`config.mk`:
```
export PLATFORM = sky130hd
export DESIGN_NAME = podule_cycle
export DESIGN_NICKNAME = d
export VERILOG_FILES = /design/src/rtl/podule_cycle.sv
export SDC_FILE = /design/constraint.sdc
export NUM_CORES = 1
export LEC_CHECK = 0
export BUFFER_PORTS_ARGS = -buffer_cell sky130_fd_sc_hd__buf_2
export CAP_MARGIN = 25
export CORE_UTILIZATION = 50
export DETAILED_ROUTE_END_ITERATION = 10
export PLACE_DENSITY_LB_ADDON = 0.15
export REMOVE_ABC_BUFFERS = 1
export SYNTH_ARGS = -nofsm -noshare
export SYNTH_HDL_FRONTEND = slang
export SYNTH_SLANG_ARGS = --single-unit
```
`constraint.sdc`:
```
create_clock -name clk -period 2.2 [get_ports clk]
set_input_delay 0.33 -clock clk [delete_from_list [all_inputs] [get_ports clk]]
set_output_delay 0.33 -clock clk [all_outputs]
set_load 0.02 [all_outputs]
```
`src/rtl/podule_cycle.sv`:
```
// Podule bus cycle controller: synchronises host strobes, latches the address,
// issues single-clock read/write strobes and holds the host via iogt until done.
module podule_cycle #(
    parameter int WAIT_CYCLES = 4,
    parameter int TIMEOUT     = 255
) (
    input  logic        clk,
    input  logic        rst,
    input  logic        ps_n,
    input  logic        ior_n,
    input  logic        iow_n,
    input  logic [11:0] la,
    output logic [11:0] a,
    output logic        cyc,
    output logic        rd_stb,
    output logic        wr_stb,
    output logic        iogt,
    output logic        timeout,
    input  logic        timeout_clr
);

    typedef enum logic [2:0] {
        S_IDLE    = 3'd0,
        S_LATCH   = 3'd1,
        S_ACTIVE  = 3'd2,
        S_WAIT    = 3'd3,
        S_RELEASE = 3'd4
    } state_t;

    localparam logic [3:0] WAIT_LOAD = 4'(WAIT_CYCLES - 1);
    localparam logic [7:0] TO_LIMIT  = 8'(TIMEOUT);

    state_t     state;
    logic [2:0] sync1;
    logic [2:0] sync2;
    logic       dir;
    logic [3:0] wait_cnt;
    logic [7:0] to_cnt;

    logic       sel;
    logic       rd;
    logic       wr;
    logic       hold;
    logic [7:0] to_next;

    // Bit order in the synchronisers: {iow_n, ior_n, ps_n}.
    assign sel     = ~sync2[0];
    assign rd      = ~sync2[1];
    assign wr      = ~sync2[2];
    assign hold    = sel & (dir ? wr : rd);
    assign to_next = to_cnt + 8'd1;

    always_ff @(posedge clk) begin
        if (rst) begin
            sync1    <= 3'b111;
            sync2    <= 3'b111;
            state    <= S_IDLE;
            a        <= '0;
            cyc      <= 1'b0;
            rd_stb   <= 1'b0;
            wr_stb   <= 1'b0;
            iogt     <= 1'b1;
            timeout  <= 1'b0;
            dir      <= 1'b0;
            wait_cnt <= '0;
            to_cnt   <= '0;
        end else begin
            sync1  <= {iow_n, ior_n, ps_n};
            sync2  <= sync1;
            rd_stb <= 1'b0;
            wr_stb <= 1'b0;
            // A timeout set later in this block overrides the clear.
            if (timeout_clr) timeout <= 1'b0;

            case (state)
                S_IDLE: begin
                    iogt <= 1'b1;
                    cyc  <= 1'b0;
                    if (sel && (rd || wr)) begin
                        a      <= la;
                        cyc    <= 1'b1;
                        iogt   <= 1'b0;
                        dir    <= wr & ~rd;
                        to_cnt <= '0;
                        state  <= S_LATCH;
                    end
                end

                S_LATCH: begin
                    if (!hold) begin
                        iogt  <= 1'b1;
                        cyc   <= 1'b0;
                        state <= S_IDLE;
                    end else begin
                        rd_stb <= ~dir;
                        wr_stb <= dir;
                        state  <= S_ACTIVE;
                    end
                end

                S_ACTIVE, S_WAIT: begin
                    if (!hold) begin
                        iogt  <= 1'b1;
                        cyc   <= 1'b0;
                        state <= S_IDLE;
                    end else begin
                        to_cnt <= to_next;
                        if (to_next == TO_LIMIT) begin
                            timeout <= 1'b1;
                            iogt    <= 1'b1;
                            state   <= S_RELEASE;
                        end else if (state == S_ACTIVE) begin
                            wait_cnt <= WAIT_LOAD;
                            if (WAIT_LOAD == 4'd0) begin
                                iogt  <= 1'b1;
                                state <= S_RELEASE;
                            end else begin
                                state <= S_WAIT;
                            end
                        end else begin
                            wait_cnt <= wait_cnt - 4'd1;
                            if (wait_cnt == 4'd1) begin
                                iogt  <= 1'b1;
                                state <= S_RELEASE;
                            end
                        end
                    end
                end

                S_RELEASE: begin
                    // Host keeps the strobe low after iogt; wait for it to let go.
                    iogt <= 1'b1;
                    if (!hold) begin
                        cyc   <= 1'b0;
                        state <= S_IDLE;
                    end
                end

                default: begin
                    iogt  <= 1'b1;
                    cyc   <= 1'b0;
                    state <= S_IDLE;
                end
            endcase
        end
    end

endmodule

```
==> key figures, run 1 <==
Setup path
  • Setup crit start kind: flip-flop
  • Critical path class: flip-flop to flip-flop
  • CP endpoint: wait_cnt[2]$_SDFFE_PP0P_
  • CP Launch Point: to_cnt[0]$_SDFFE_PP0P_
  • Reg-to-Reg End: wait_cnt[2]$_SDFFE_PP0P_
  • CP arrival: roughly 2.1 ns
  • Worst r2r src: to_cnt[0]$_SDFFE_PP0P_
  • Worst reg-to-reg setup slack: 0.35 ns
  • Crit. End Element: flip-flop
  • CP Max Fanout: 9
  • CP required: roughly 2.4 ns
  • Worst r2r path cells: 6

Cells and area
  • P&R area growth vs syn: 16.1%
  • Utilization after layout: a little over three fifths
  • Fin cells: a little under 300
  • Layout Nets: between 200 and 300
  • Layout cells sized above 1: a little over a quarter
  • ANT cells: 0

Timing
  • Crit path time final: about 1.8 ns
  • Final Hold Fails: 0
  • Tightest Pin Transition: 0.610 ns
  • Setup-failing EPs final: 0
  • Fin Clk Skew: ~0.013 ns
  • Final Slew Violations: 0
  • Highest clock rate: about 0.54 GHz
  • Setup TNS: 0 ns
  • RSZ-0062 raised after global routing: no
  • Tcrit/Tclk final: between 80% and 90%
  • Slew headroom: 59.3%

Logic synthesis
  • Post-synth EDFFs: 0
  • Compound-cell area share of the yosys netlist: around a fifth
  • Post-Synth Simple-Gate Area: between 20% and 30%
  • Yosys top cell area share: between 40% and 50%
  • Synth Register Bits: 39
  • Syn. warnings: 0
  • Xor/xnor share of the synthesized area: less than 1%
  • Adder-Cell Fraction of Synth Area: a little under 3%
  • Largest cells by area after synthesis: dfxtp_1 (45%), a21oi_1 (9.0%), nand2_1 (8.2%)
  • Synthesized area: roughly 1700 µm²
  • Post-synth top flop: dfxtp_1
  • Cell count after synthesis: 210
  • Sequential area share after synthesis: between 40% and 50%
  • Mapped Avg Cell Area: a little over 8 µm²
  • Mux share of post-synthesis cell area: 2.03%
  • Top cell type by total area after synthesis: dfxtp_1
  • Largest family of logic cells by synthesized area: simple AND/OR/NAND/NOR gates
  • Library cells used by synthesis: 43
  • Post-synth ARST share: 0%

Detailed routing
  • Starting DRC count in detailed routing: between 70 and 80
  • Routed wire length: between 3000 and 4000 µm
  • Via count: 1,552
  • Pre-antenna DRT Iters: 4
  • Drt drc: 0
  • WL/cell: between 10 and 15 µm
  • Routed Antenna Nets: 0
  • Vias per std cell: around 5.4

Clock tree
  • Clock insertion delay at the later pin of the skew report: around 0.34 ns
  • Clock sinks: 39
  • Hold Buf Count CTS: 0
  • CTS buffer count: 5
  • Max clock buf depth: 2
  • Root buf cell: clkbuf_4
  • # H-tree levels: 2
  • Post-CTS Setup Bufs: 0
  • CTS tree: done
  • Register clock-pin slew on the reported worst setup and hold paths: 0.12 ns
  • Post-CTS resize count: 0

Placed design
  • Port bufs: 34
  • Routability-driven placement congestion ratio: around 0.83
  • Placed insts: roughly 280
  • Post-DP HPWL: 2470 µm

GRT
  • Met2 usage: roughly a third
  • Met3 Usage GRT: slightly below 7%
  • First-pass GRT wire length: just under 6000 µm
  • Largest net degree at the start of global routing: 36
  • Vias in the first global route: ~1,400
  • Remaining Overflow, GRT: 0
  • Met1 GRT Util: 27.0%
  • GRT Max-Usage Layer: met2
  • Antenna violations before repair: 0
  • Tot GR Track Use: a little over a fifth

Die
  • Core ar.: 3180 µm²
  • Die area: between 3000 and 4000 µm²
  • Initial Util: 54.4%
  • FP Rows: 20
  • I/O pin cnt: 35
  • Die X: 60.8 µm
  • Die Y: between 60 and 70 µm

Power and ir drop
  • P_sw: approximately 0.27 mW
  • Worst vdd ir: 0.398 mV
  • Reg power frac: 61.8%
  • PD cells: about 580 nW/µm²
  • Leakage Power: between 0.7 and 0.8 nW
  • Sw Share: about a quarter
  • Clock Power Share: 33.7%
  • Int Pwr: around 0.9 mW
  • Combinational share of power: 4.5%
  • Total power: roughly 1.2 mW

Min path
  • Hold Crit Class: input pin to flip-flop

Run
  • Max-Cap Viols: 0

Status
  • Status: finished clean
-- critical path, cell delays in order, from the launching register on --
cell,delay (ns)
dfxtp_1,0.38
ha_1,0.25
nor2b_1,0.14
and2_1,0.17
o221a_2,0.35
o41ai_2,0.38
a21oi_1,0.06
-- final cells by class --
type	instances	area, µm²
fill	314	1170
multi-input combinational	157	893
sequential	39	781
timing repair buffer	37	193
tap	44	55.1
clock buffer	6	51.3
inverter	5	18.8
clock inverter	2	16.3
-- cells by family after synthesis --
family / after synthesis
buf+inv: 14
simple gates: 94
mux: 3
fa+ha+maj: 4
compound gates: 55
xor+xnor: 1
flops: 39
-- per-layer routing --
| metal | routed length (µm) | part of all wire, % |
|---|---|---|
| met1 | 1750 | 50 |
| met3 | 176 | 5.0 |
| met2 | 1540 | 44 |
| met5 | 0 | 0 |
| met4 | 59 | 1.7 |
-- registers in the layout, summed over array words and instances (netlist names) --
name and cells:
iogt 1, sync1 3, rd_stb 1, dir 1, a 12, wait_cnt 4
state 3, sync2 3, to_cnt 8, cyc 1, timeout 1, wr_stb 1
-- cell usage after synthesis (2+ instances only) --
| cell | number |
|---|---|
| a21oi_1 | 31 |
| and2_1 | 2 |
| buf_2 | 2 |
| clkbuf_1 | 7 |
| dfxtp_1 | 39 |
| ha_1 | 4 |
| inv_1 | 5 |
| nand2_1 | 38 |
| nand2b_1 | 2 |
| nand3_1 | 4 |
| nand3b_1 | 3 |
| nor2_1 | 16 |
| nor2b_1 | 2 |
| nor3_1 | 3 |
| nor3b_1 | 3 |
| o21ai_0 | 12 |
| o221a_2 | 2 |
| o22ai_1 | 2 |
| or2_2 | 6 |
| or3_1 | 3 |
| or3_2 | 2 |
-- power by group through the flow --
stage          Combinational (mW)  Clock (mW)  Sequential, mW
2_1_floorplan              0.0185           0           0.740
3_3_place_gp               0.0525           0           0.737
3_5_place_dp               0.0533           0           0.737
4_1_cts                    0.0535       0.407           0.721
5_1_grt                    0.0587       0.440           0.723
6_report                   0.0530       0.393           0.721
-- cells in the final DEF (no fill, tap or decap), drive strengths merged, types with 3 or more instances in the layout --
master,n
clkbuf,6
or3,5
dfxtp,39
nor2,16
nand2,38
ha,4
inv,5
nand3b,3
a21oi,32
buf,37
or2,6
nor3,4
nand3,5
nor3b,3
o21ai,12
-- worst min-delay path by stage --
stage / slack, ns / cells after the start / endpoint / startpoint
after CTS: 0.15 / 2 / sync1[1]$_SDFF_PP1_ / ior_n
final: 0.17 / 2 / sync1[1]$_SDFF_PP1_ / ior_n
after global routing: 0.14 / 2 / sync1[1]$_SDFF_PP1_ / ior_n
after detailed placement: 0.39 / 1 / sync2[0]$_SDFF_PP1_ / sync1[0]$_SDFF_PP1_
after global placement: 0.39 / 1 / sync2[0]$_SDFF_PP1_ / sync1[0]$_SDFF_PP1_
after floorplan: 0.39 / 1 / sync2[0]$_SDFF_PP1_ / sync1[0]$_SDFF_PP1_
-- stage by stage --
step,hold slack (ns),area [µm²],setup slack [ns]
floorplan,0.389,1690,0.413
global placement,0.391,1940,0.412
detailed placement,0.394,1940,0.368
CTS,0.151,2010,0.343
global route,0.144,2010,0.213
finish,0.166,2010,0.354
Note: power is estimated with default switching activity, not from simulation.
==> run 2: changes to the inputs <==
==> constraint.sdc (replaced) <==
create_clock -name clk -period 1.75 [get_ports clk]
set_input_delay 0.2625 -clock clk [delete_from_list [all_inputs] [get_ports clk]]
set_output_delay 0.2625 -clock clk [all_outputs]
set_load 0.02 [all_outputs]
==> run 2 against run 1 <==
Via count is 8.3% higher. Worst hold slack got worse by 0.068 ns. Register-to-register slack worse by 0.32 ns. Die area did not move. Wire length increased by 14%. Largest power group unchanged. Final area rose by 13%. Critical endpoint is now wait_cnt[0]$_SDFFE_PP0P_. Utilization increased by 8.2 points. Sequential share of layout area shrank 3.8 points. Power is 37% higher. Clock skew fell by 0.0064 ns.
==> key figures, run 2 (synthesis results as in run 1) <==
Power and ir drop
  • Clock Power Share: 39.2% (was 33.7%)
  • Sw Share: 21.1% (was 23.3%)
  • Worst vdd ir: 0.677 mV (was 0.398 mV)
  • P_sw: 0.339 mW (was 0.272 mW)
  • Int Pwr: 1.26 mW (was 0.895 mW)
  • Leakage Power: 0.921 nW (was 0.784 nW)
  • PD cells: 706 nW/µm² (was 581 nW/µm²)
  • Reg power frac: 56.3% (was 61.8%)
  • Combinational share of power: 4.5% (about the same)

Setup path
  • CP Max Fanout: 5 (was 9)
  • CP arrival: 1.95 ns (was 2.07 ns)
  • Critical path class: flip-flop to flip-flop (unchanged)
  • Crit-path cells: buf_4, inv_2, ha_4, nand4_1, mux2i_4, o221a_4, o21ai_1, o311a_2 (was ha_1, nor2b_1, and2_1, o221a_2, o41ai_2, a21oi_1)
  • Worst r2r path cells: 8 (was 6)
  • Slowest cell on crit path: dfxtp_4 (was dfxtp_1)
  • Setup crit start kind: flip-flop (unchanged)
  • CP max stage delay: 0.38 ns (about the same)
  • CP required: 1.98 ns (was 2.42 ns)
  • Crit. End Element: flip-flop (unchanged)

Cells and area
  • Layout Nets: 280 (was 267)
  • ANT cells: 0 (unchanged)
  • Filler Cells Inserted: 259 (was 314)
  • Max reg flops: 12 (unchanged)
  • Reg with most FFs: a (unchanged)
  • Registers with the most flip-flops: a (12), to_cnt (8), wait_cnt (4) (unchanged)
  • Fin cells: 303 (was 290)
  • Commonest non-fill, non-tap cell in the layout: nand2_1 (was dfxtp_1)
  • P&R area growth vs syn: 31.3% (was 16.1%)
  • Layout cells sized above 1: 38.2% (was 26.4%)
  • Utilization after layout: 71.4% (was 63.2%)
  • Most frequent cells in the layout: nand2_1 (38), buf_2 (34), dfxtp_1 (33) (was dfxtp_1 (39), nand2_1 (38), buf_2 (34))

Timing
  • Crit path time final: 1.71 ns (was 1.85 ns)
  • Tightest Pin Transition: 0.493 ns (was 0.610 ns)
  • Final Hold Fails: 0 (unchanged)
  • Fin Clk Skew: 0.00638 ns (was 0.0127 ns)
  • Final Slew Violations: 0 (unchanged)
  • Slew headroom: 67.1% (was 59.3%)
  • RSZ-0062 raised after global routing: yes (was no)
  • Highest clock rate: 0.584 GHz (was 0.542 GHz)
  • Tcrit/Tclk final: 97.9% (was 83.9%)
  • Setup-failing EPs final: 0 (unchanged)

Min path
  • Hold Crit Class: input pin to flip-flop (unchanged)
  • Worst hold stages: 2 (unchanged)

Die
  • Die area: 3700 µm² (unchanged)
  • I/O pin cnt: 35 (unchanged)
  • Die Y: 60.8 µm (unchanged)
  • Initial Util: 54.4% (unchanged)
  • Core ar.: 3180 µm² (unchanged)
  • Die X: 60.8 µm (unchanged)
  • FP Rows: 20 (unchanged)

GRT
  • Vias in the first global route: 1,459 (was 1,410)
  • Met1 GRT Util: 31.6% (was 27.0%)
  • GRT Max-Usage Layer: met2 (unchanged)
  • First-pass GRT wire length: 6440 µm (was 5910 µm)
  • Remaining Overflow, GRT: 0 (unchanged)
  • Largest net degree at the start of global routing: 22 (was 36)
  • Antenna violations before repair: 0 (unchanged)
  • Met2 usage: 36.3% (was 35.3%)
  • Tot GR Track Use: 23.6% (was 21.6%)
  • Met3 Usage GRT: 5.12% (was 6.82%)

Placed design
  • Routability-driven placement congestion ratio: 0.834 (was 0.830)
  • Port bufs: 34 (unchanged)
  • Post-DP HPWL: 2510 µm (was 2470 µm)
  • Placed insts: 293 (was 282)

Detailed routing
  • Routed Antenna Nets: 0 (unchanged)
  • Pre-antenna DRT Iters: 4 (unchanged)
  • Vias per std cell: 5.55 (was 5.35)
  • Via count: 1,681 (was 1,552)
  • Routed wire length: 4020 µm (was 3520 µm)
  • Starting DRC count in detailed routing: 117 (was 73)
  • Drt drc: 0 (unchanged)
  • WL/cell: 13.3 µm (was 12.1 µm)

Clock tree
  • Clock sinks: 39 (unchanged)
  • Clock insertion delay at the later pin of the skew report: 0.34 ns (about the same)
  • CTS buffer count: 5 (unchanged)
  • CTS tree: done (unchanged)
  • Root buf cell: clkbuf_4 (unchanged)
  • Register clock-pin slew on the reported worst setup and hold paths: 0.11 ns (was 0.12 ns)
  • # H-tree levels: 2 (unchanged)
  • Max clock buf depth: 2 (unchanged)

Run
  • Max-Cap Viols: 0 (unchanged)

Status
  • Status: finished clean (unchanged)
[run 2: changes by cell type in the layout (fill, tap and decap cells not counted), sizes merged]
cell and delta:
buf +12, bufinv +1, clkinvlp -1, o221a +1
[run 2: routing by layer]
metal  share of wire [%]  up-vias
li1                    -      832
met1                  47      770
met2                  46       71
met3                 5.5        8
met4                 1.7        0
met5                   0        -
[run 2: power by group through the flow]
stage / registers, mW / logic, mW / clock network, mW
finish: 0.902 / 0.0723 / 0.629
global route: 0.904 / 0.0790 / 0.695
CTS: 0.906 / 0.0719 / 0.645
detailed placement: 0.926 / 0.0701 / 0
global placement: 0.926 / 0.0694 / 0
floorplan: 0.930 / 0.0232 / 0
[run 2: worst paths after layout]
path / start / slack [ns] / endpoint
worst max-delay path: to_cnt[0]$_SDFFE_PP0P_ / 0.04 / wait_cnt[0]$_SDFFE_PP0P_
worst min-delay path: ps_n / 0.1 / sync1[0]$_SDFF_PP1_
worst max register to register: to_cnt[0]$_SDFFE_PP0P_ / 0.04 / wait_cnt[0]$_SDFFE_PP0P_
worst min register to register: sync1[2]$_SDFF_PP1_ / 0.42 / sync2[2]$_SDFF_PP1_
[run 2: stage by stage]
step	hold slack (ns)	area [µm²]	power, mW	TNS [ns]	worst slack, ns
2_1_floorplan	0.332	1690	0.953	-0.224	-0.0374
3_3_place_gp	0.391	2020	0.995	0	0.0136
3_5_place_dp	0.393	2020	0.996	-0.0721	-0.0365
4_1_cts	0.0837	2170	1.62	0	0.0144
5_1_grt	0.0608	2270	1.68	-0.0444	-0.0316
6_report	0.0979	2270	1.60	0	0.0369
[run 2: critical path: cells and delay by family, from the launching register on]
family	cells	cell delay, ns
flops	1	0.38
buf+inv	2	0.20
compound gates	3	0.50
mux	1	0.26
simple gates	1	0.15
fa+ha+maj	1	0.12
[run 2: what timing repair did]
item | CTS | global route
resized for setup | 11 | 24
endpoints found under the setup margin | 4 | 11
gates cloned | 1 | 0
pin swaps | 1 | 4
hold endpoints to repair | 0 | 0
buffers inserted | 0 | 1
hold buffers | 0 | 0
[run 2: layout make-up]
cell class / instances / area [µm²] / share of cell area, %
Clock inverter: 2 / 35.0 / 1.54
Timing Repair Buffer: 49 / 283 / 12.5
Clock buffer: 6 / 51.3 / 2.26
Sequential cell: 39 / 796 / 35.1
Multi-Input combinational cell: 158 / 1030 / 45.4
Inverter: 5 / 18.8 / 0.827
Tap cell: 44 / 55.1 / 2.43
==> run 3: changes to the inputs <==
--- a/config.mk
+++ b/config.mk
@@ -7,10 +7,11 @@
 export LEC_CHECK = 0
 export BUFFER_PORTS_ARGS = -buffer_cell sky130_fd_sc_hd__buf_2
 export CAP_MARGIN = 25
-export CORE_UTILIZATION = 50
+export CORE_UTILIZATION = 48
 export DETAILED_ROUTE_END_ITERATION = 10
 export PLACE_DENSITY_LB_ADDON = 0.15
 export REMOVE_ABC_BUFFERS = 1
+export SKIP_CTS_REPAIR_TIMING = 1
 export SYNTH_ARGS = -nofsm -noshare
 export SYNTH_HDL_FRONTEND = slang
 export SYNTH_SLANG_ARGS = --single-unit
==> constraint.sdc (replaced) <==
create_clock -name clk -period 1.52 [get_ports clk]
set_input_delay 0.228 -clock clk [delete_from_list [all_inputs] [get_ports clk]]
set_output_delay 0.228 -clock clk [all_outputs]
set_load 0.02 [all_outputs]
==> run 3 against run 2 <==
The run now ends with negative setup slack left. Clock power rose by 7.2%. Critical path type unchanged. Maximum frequency increased by 0.68%. Largest cell class unchanged. Cell count increased by 5.6%. Highest routed layer unchanged. Via count is 0.77% higher. First-iteration DRC count down 15%. Power up 13%. Sequential share of layout area fell by 3.6 points. Setup slack got worse by 0.22 ns. Critical path depth shrank 1. Final area increased by 11%. Clock-buffer cell count decreased by 1.
==> key figures, run 3 (synthesis results as in run 1) <==
Power and ir drop
  • P_sw: 0.402 mW (was 0.339 mW)
  • Combinational share of power: 5.8% (was 4.5%)
  • Total power: 1.82 mW (was 1.60 mW)
  • Int Pwr: 1.41 mW (was 1.26 mW)
  • Sw Share: 22.1% (was 21.1%)
  • Worst vdd ir: 0.533 mV (was 0.677 mV)
  • PD cells: 721 nW/µm² (was 706 nW/µm²)
  • Reg power frac: 57.1% (was 56.3%)
  • Leakage Power: 1.00 nW (was 0.921 nW)
  • Clock Power Share: 37.1% (was 39.2%)

Placed design
  • Port bufs: 34 (unchanged)
  • Placed insts: 309 (was 293)
  • Post-DP HPWL: 2640 µm (was 2510 µm)
  • Placed Area: 2130 µm² (was 2020 µm²)
  • Setup WS pre-CTS: -0.237 ns (was -0.0365 ns)
  • Routability-driven placement congestion ratio: 0.770 (was 0.834)

Timing
  • Setup WS post-layout: -0.182 ns (was 0.0369 ns)
  • Final Hold Fails: 0 (unchanged)
  • Highest clock rate: 0.588 GHz (was 0.584 GHz)
  • Fin Clk Skew: 0.0113 ns (was 0.00638 ns)
  • Slew headroom: 74.6% (was 67.1%)
  • Setup TNS: -1.09 ns (was 0 ns)
  • RSZ-0062 raised after global routing: yes (unchanged)
  • Crit path time final: 1.70 ns (was 1.71 ns)
  • Final Slew Violations: 0 (unchanged)
  • Setup-failing EPs final: 26 (was 0)
  • Tightest Pin Transition: 0.381 ns (was 0.493 ns)
  • Tcrit/Tclk final: 112% (was 97.9%)
  • Worst hold margin: 0.0591 ns (was 0.0979 ns)

Setup path
  • Worst r2r path cells: 7 (was 8)
  • Reg-to-Reg End: wait_cnt[2]$_SDFFE_PP0P_ (was wait_cnt[0]$_SDFFE_PP0P_)
  • CP Launch Point: to_cnt[1]$_SDFFE_PP0P_ (was to_cnt[0]$_SDFFE_PP0P_)
  • Crit. End Element: flip-flop (unchanged)
  • CP max stage delay: 0.40 ns (was 0.38 ns)
  • Crit-path cells: ha_4, buf_6, nand2b_4, a21oi_4, o221a_4, o41ai_4, a21oi_1 (was buf_4, inv_2, ha_4, nand4_1, mux2i_4, o221a_4, o21ai_1, o311a_2)
  • CP required: 1.75 ns (was 1.98 ns)
  • Worst r2r src: to_cnt[1]$_SDFFE_PP0P_ (was to_cnt[0]$_SDFFE_PP0P_)
  • CP arrival: 1.93 ns (was 1.95 ns)
  • CP endpoint: wait_cnt[2]$_SDFFE_PP0P_ (was wait_cnt[0]$_SDFFE_PP0P_)
  • Worst reg-to-reg setup slack: -0.18 ns (was 0.04 ns)
  • Critical path class: flip-flop to flip-flop (unchanged)
  • Slowest cell on crit path: dfxtp_4 (unchanged)
  • CP Max Fanout: 5 (unchanged)
  • Setup crit start kind: flip-flop (unchanged)

Detailed routing
  • Pre-antenna DRT Iters: 4 (unchanged)
  • WL/cell: 13.1 µm (was 13.3 µm)
  • Routed Antenna Nets: 0 (unchanged)
  • Via count: 1,694 (was 1,681)
  • Vias per std cell: 5.29 (was 5.55)
  • Starting DRC count in detailed routing: 99 (was 117)
  • Drt drc: 0 (unchanged)
  • Routed wire length: 4180 µm (was 4020 µm)

GRT
  • Largest net degree at the start of global routing: 20 (was 22)
  • Vias in the first global route: 1,355 (was 1,459)
  • Antenna violations before repair: 0 (unchanged)
  • First-pass GRT wire length: 5800 µm (was 6440 µm)
  • Tot GR Track Use: 20.8% (was 23.6%)
  • Remaining Overflow, GRT: 0 (unchanged)

Die
  • I/O pin cnt: 35 (unchanged)
  • Die X: 62.0 µm (was 60.8 µm)
  • FP Rows: 21 (was 20)
  • Initial Util: 51.0% (was 54.4%)
  • Die Y: 62.0 µm (was 60.8 µm)
  • Core ar.: 3390 µm² (was 3180 µm²)
  • Die area: 3850 µm² (was 3700 µm²)

Cells and area
  • Finished Cell Area: 2520 µm² (was 2270 µm²)
  • Registers with the most flip-flops: a (12), to_cnt (8), wait_cnt (4) (unchanged)
  • Layout cells sized above 1: 50.0% (was 38.2%)
  • Utilization after layout: 74.3% (was 71.4%)
  • Most frequent cells in the layout: dfxtp_1 (34), buf_2 (34), nand2_1 (30) (was nand2_1 (38), buf_2 (34), dfxtp_1 (33))
  • Layout Nets: 296 (was 280)
  • Reg with most FFs: a (unchanged)
  • Max reg flops: 12 (unchanged)
  • Fin cells: 320 (was 303)
  • ANT cells: 0 (unchanged)
  • P&R area growth vs syn: 45.6% (was 31.3%)

Status
  • Failing checks: negative setup slack
  • Status: finished with violations (was finished clean)

Min path
  • Hold Crit Class: input pin to flip-flop (unchanged)
  • Worst hold stages: 2 (unchanged)

Run
  • Max-Cap Viols: 0 (unchanged)

Clock tree
  • Max clock buf depth: 2 (unchanged)
  • Clock sinks: 39 (unchanged)
  • # H-tree levels: 2 (unchanged)
  • Root buf cell: clkbuf_4 (unchanged)
  • CTS tree: done (unchanged)
  • Register clock-pin slew on the reported worst setup and hold paths: 0.11 ns (about the same)
  • CTS buffer count: 5 (unchanged)
  • Clock insertion delay at the later pin of the skew report: 0.35 ns (was 0.34 ns)
## run 3: cell types whose count changed in the layout (fill, tap and decap cells not counted), moves of 2 or more
cell	delta
a21oi_1	-12
a21oi_2	+10
buf_4	+8
buf_6	+8
nand2_1	-8
nand2_2	+6
o21ai_0	-6
o21ai_1	+4
a21oi_4	+2
nand2_4	+2
o21ai_2	+2
## run 3: area by class of cell
class / instances / area, µm²
Clock buffer: 5 / 37.5
Clock inverter: 2 / 37.5
Fill cell: 247 / 872
Inverter: 5 / 18.8
Multi-Input combinational cell: 158 / 1140
Sequential cell: 39 / 792
Tap cell: 46 / 57.6
Timing Repair Buffer: 65 / 433
## run 3: critical path: cells and delay by family (launching register included)
kind	cells	cell delay, ns
fa+ha+maj	1	0.15
flops	1	0.40
compound gates	4	0.82
simple gates	1	0.11
buf+inv	1	0.09
## run 3: layer usage
metal  wire (µm)  vias to the layer above  GRT usage (%)
li1            -                      862              -
met2        2060                       42           32.2
met1        1890                      785           27.4
met4          28                        0           7.62
met5           0                        -              0
met3         199                        5           6.42
## run 3: worst min path at each step
stage | start | endpoint | slack [ns]
2_1_floorplan | rst | a[0]$_SDFFE_PP0P_ | 0.30
3_3_place_gp | sync1[2]$_SDFF_PP1_ | sync2[2]$_SDFF_PP1_ | 0.39
3_5_place_dp | sync1[1]$_SDFF_PP1_ | sync2[1]$_SDFF_PP1_ | 0.40
4_1_cts | iow_n | sync1[2]$_SDFF_PP1_ | 0.05
5_1_grt | iow_n | sync1[2]$_SDFF_PP1_ | 0.04
6_report | ps_n | sync1[0]$_SDFF_PP1_ | 0.06
## run 3: power groups by stage
stage          Clock (mW)  Sequential (mW)  Combinational [mW]
2_1_floorplan           0             1.07              0.0268
3_3_place_gp            0             1.06              0.0886
3_5_place_dp            0             1.06              0.0888
4_1_cts             0.684             1.04              0.0891
5_1_grt             0.733             1.04               0.114
6_report            0.674             1.04               0.105
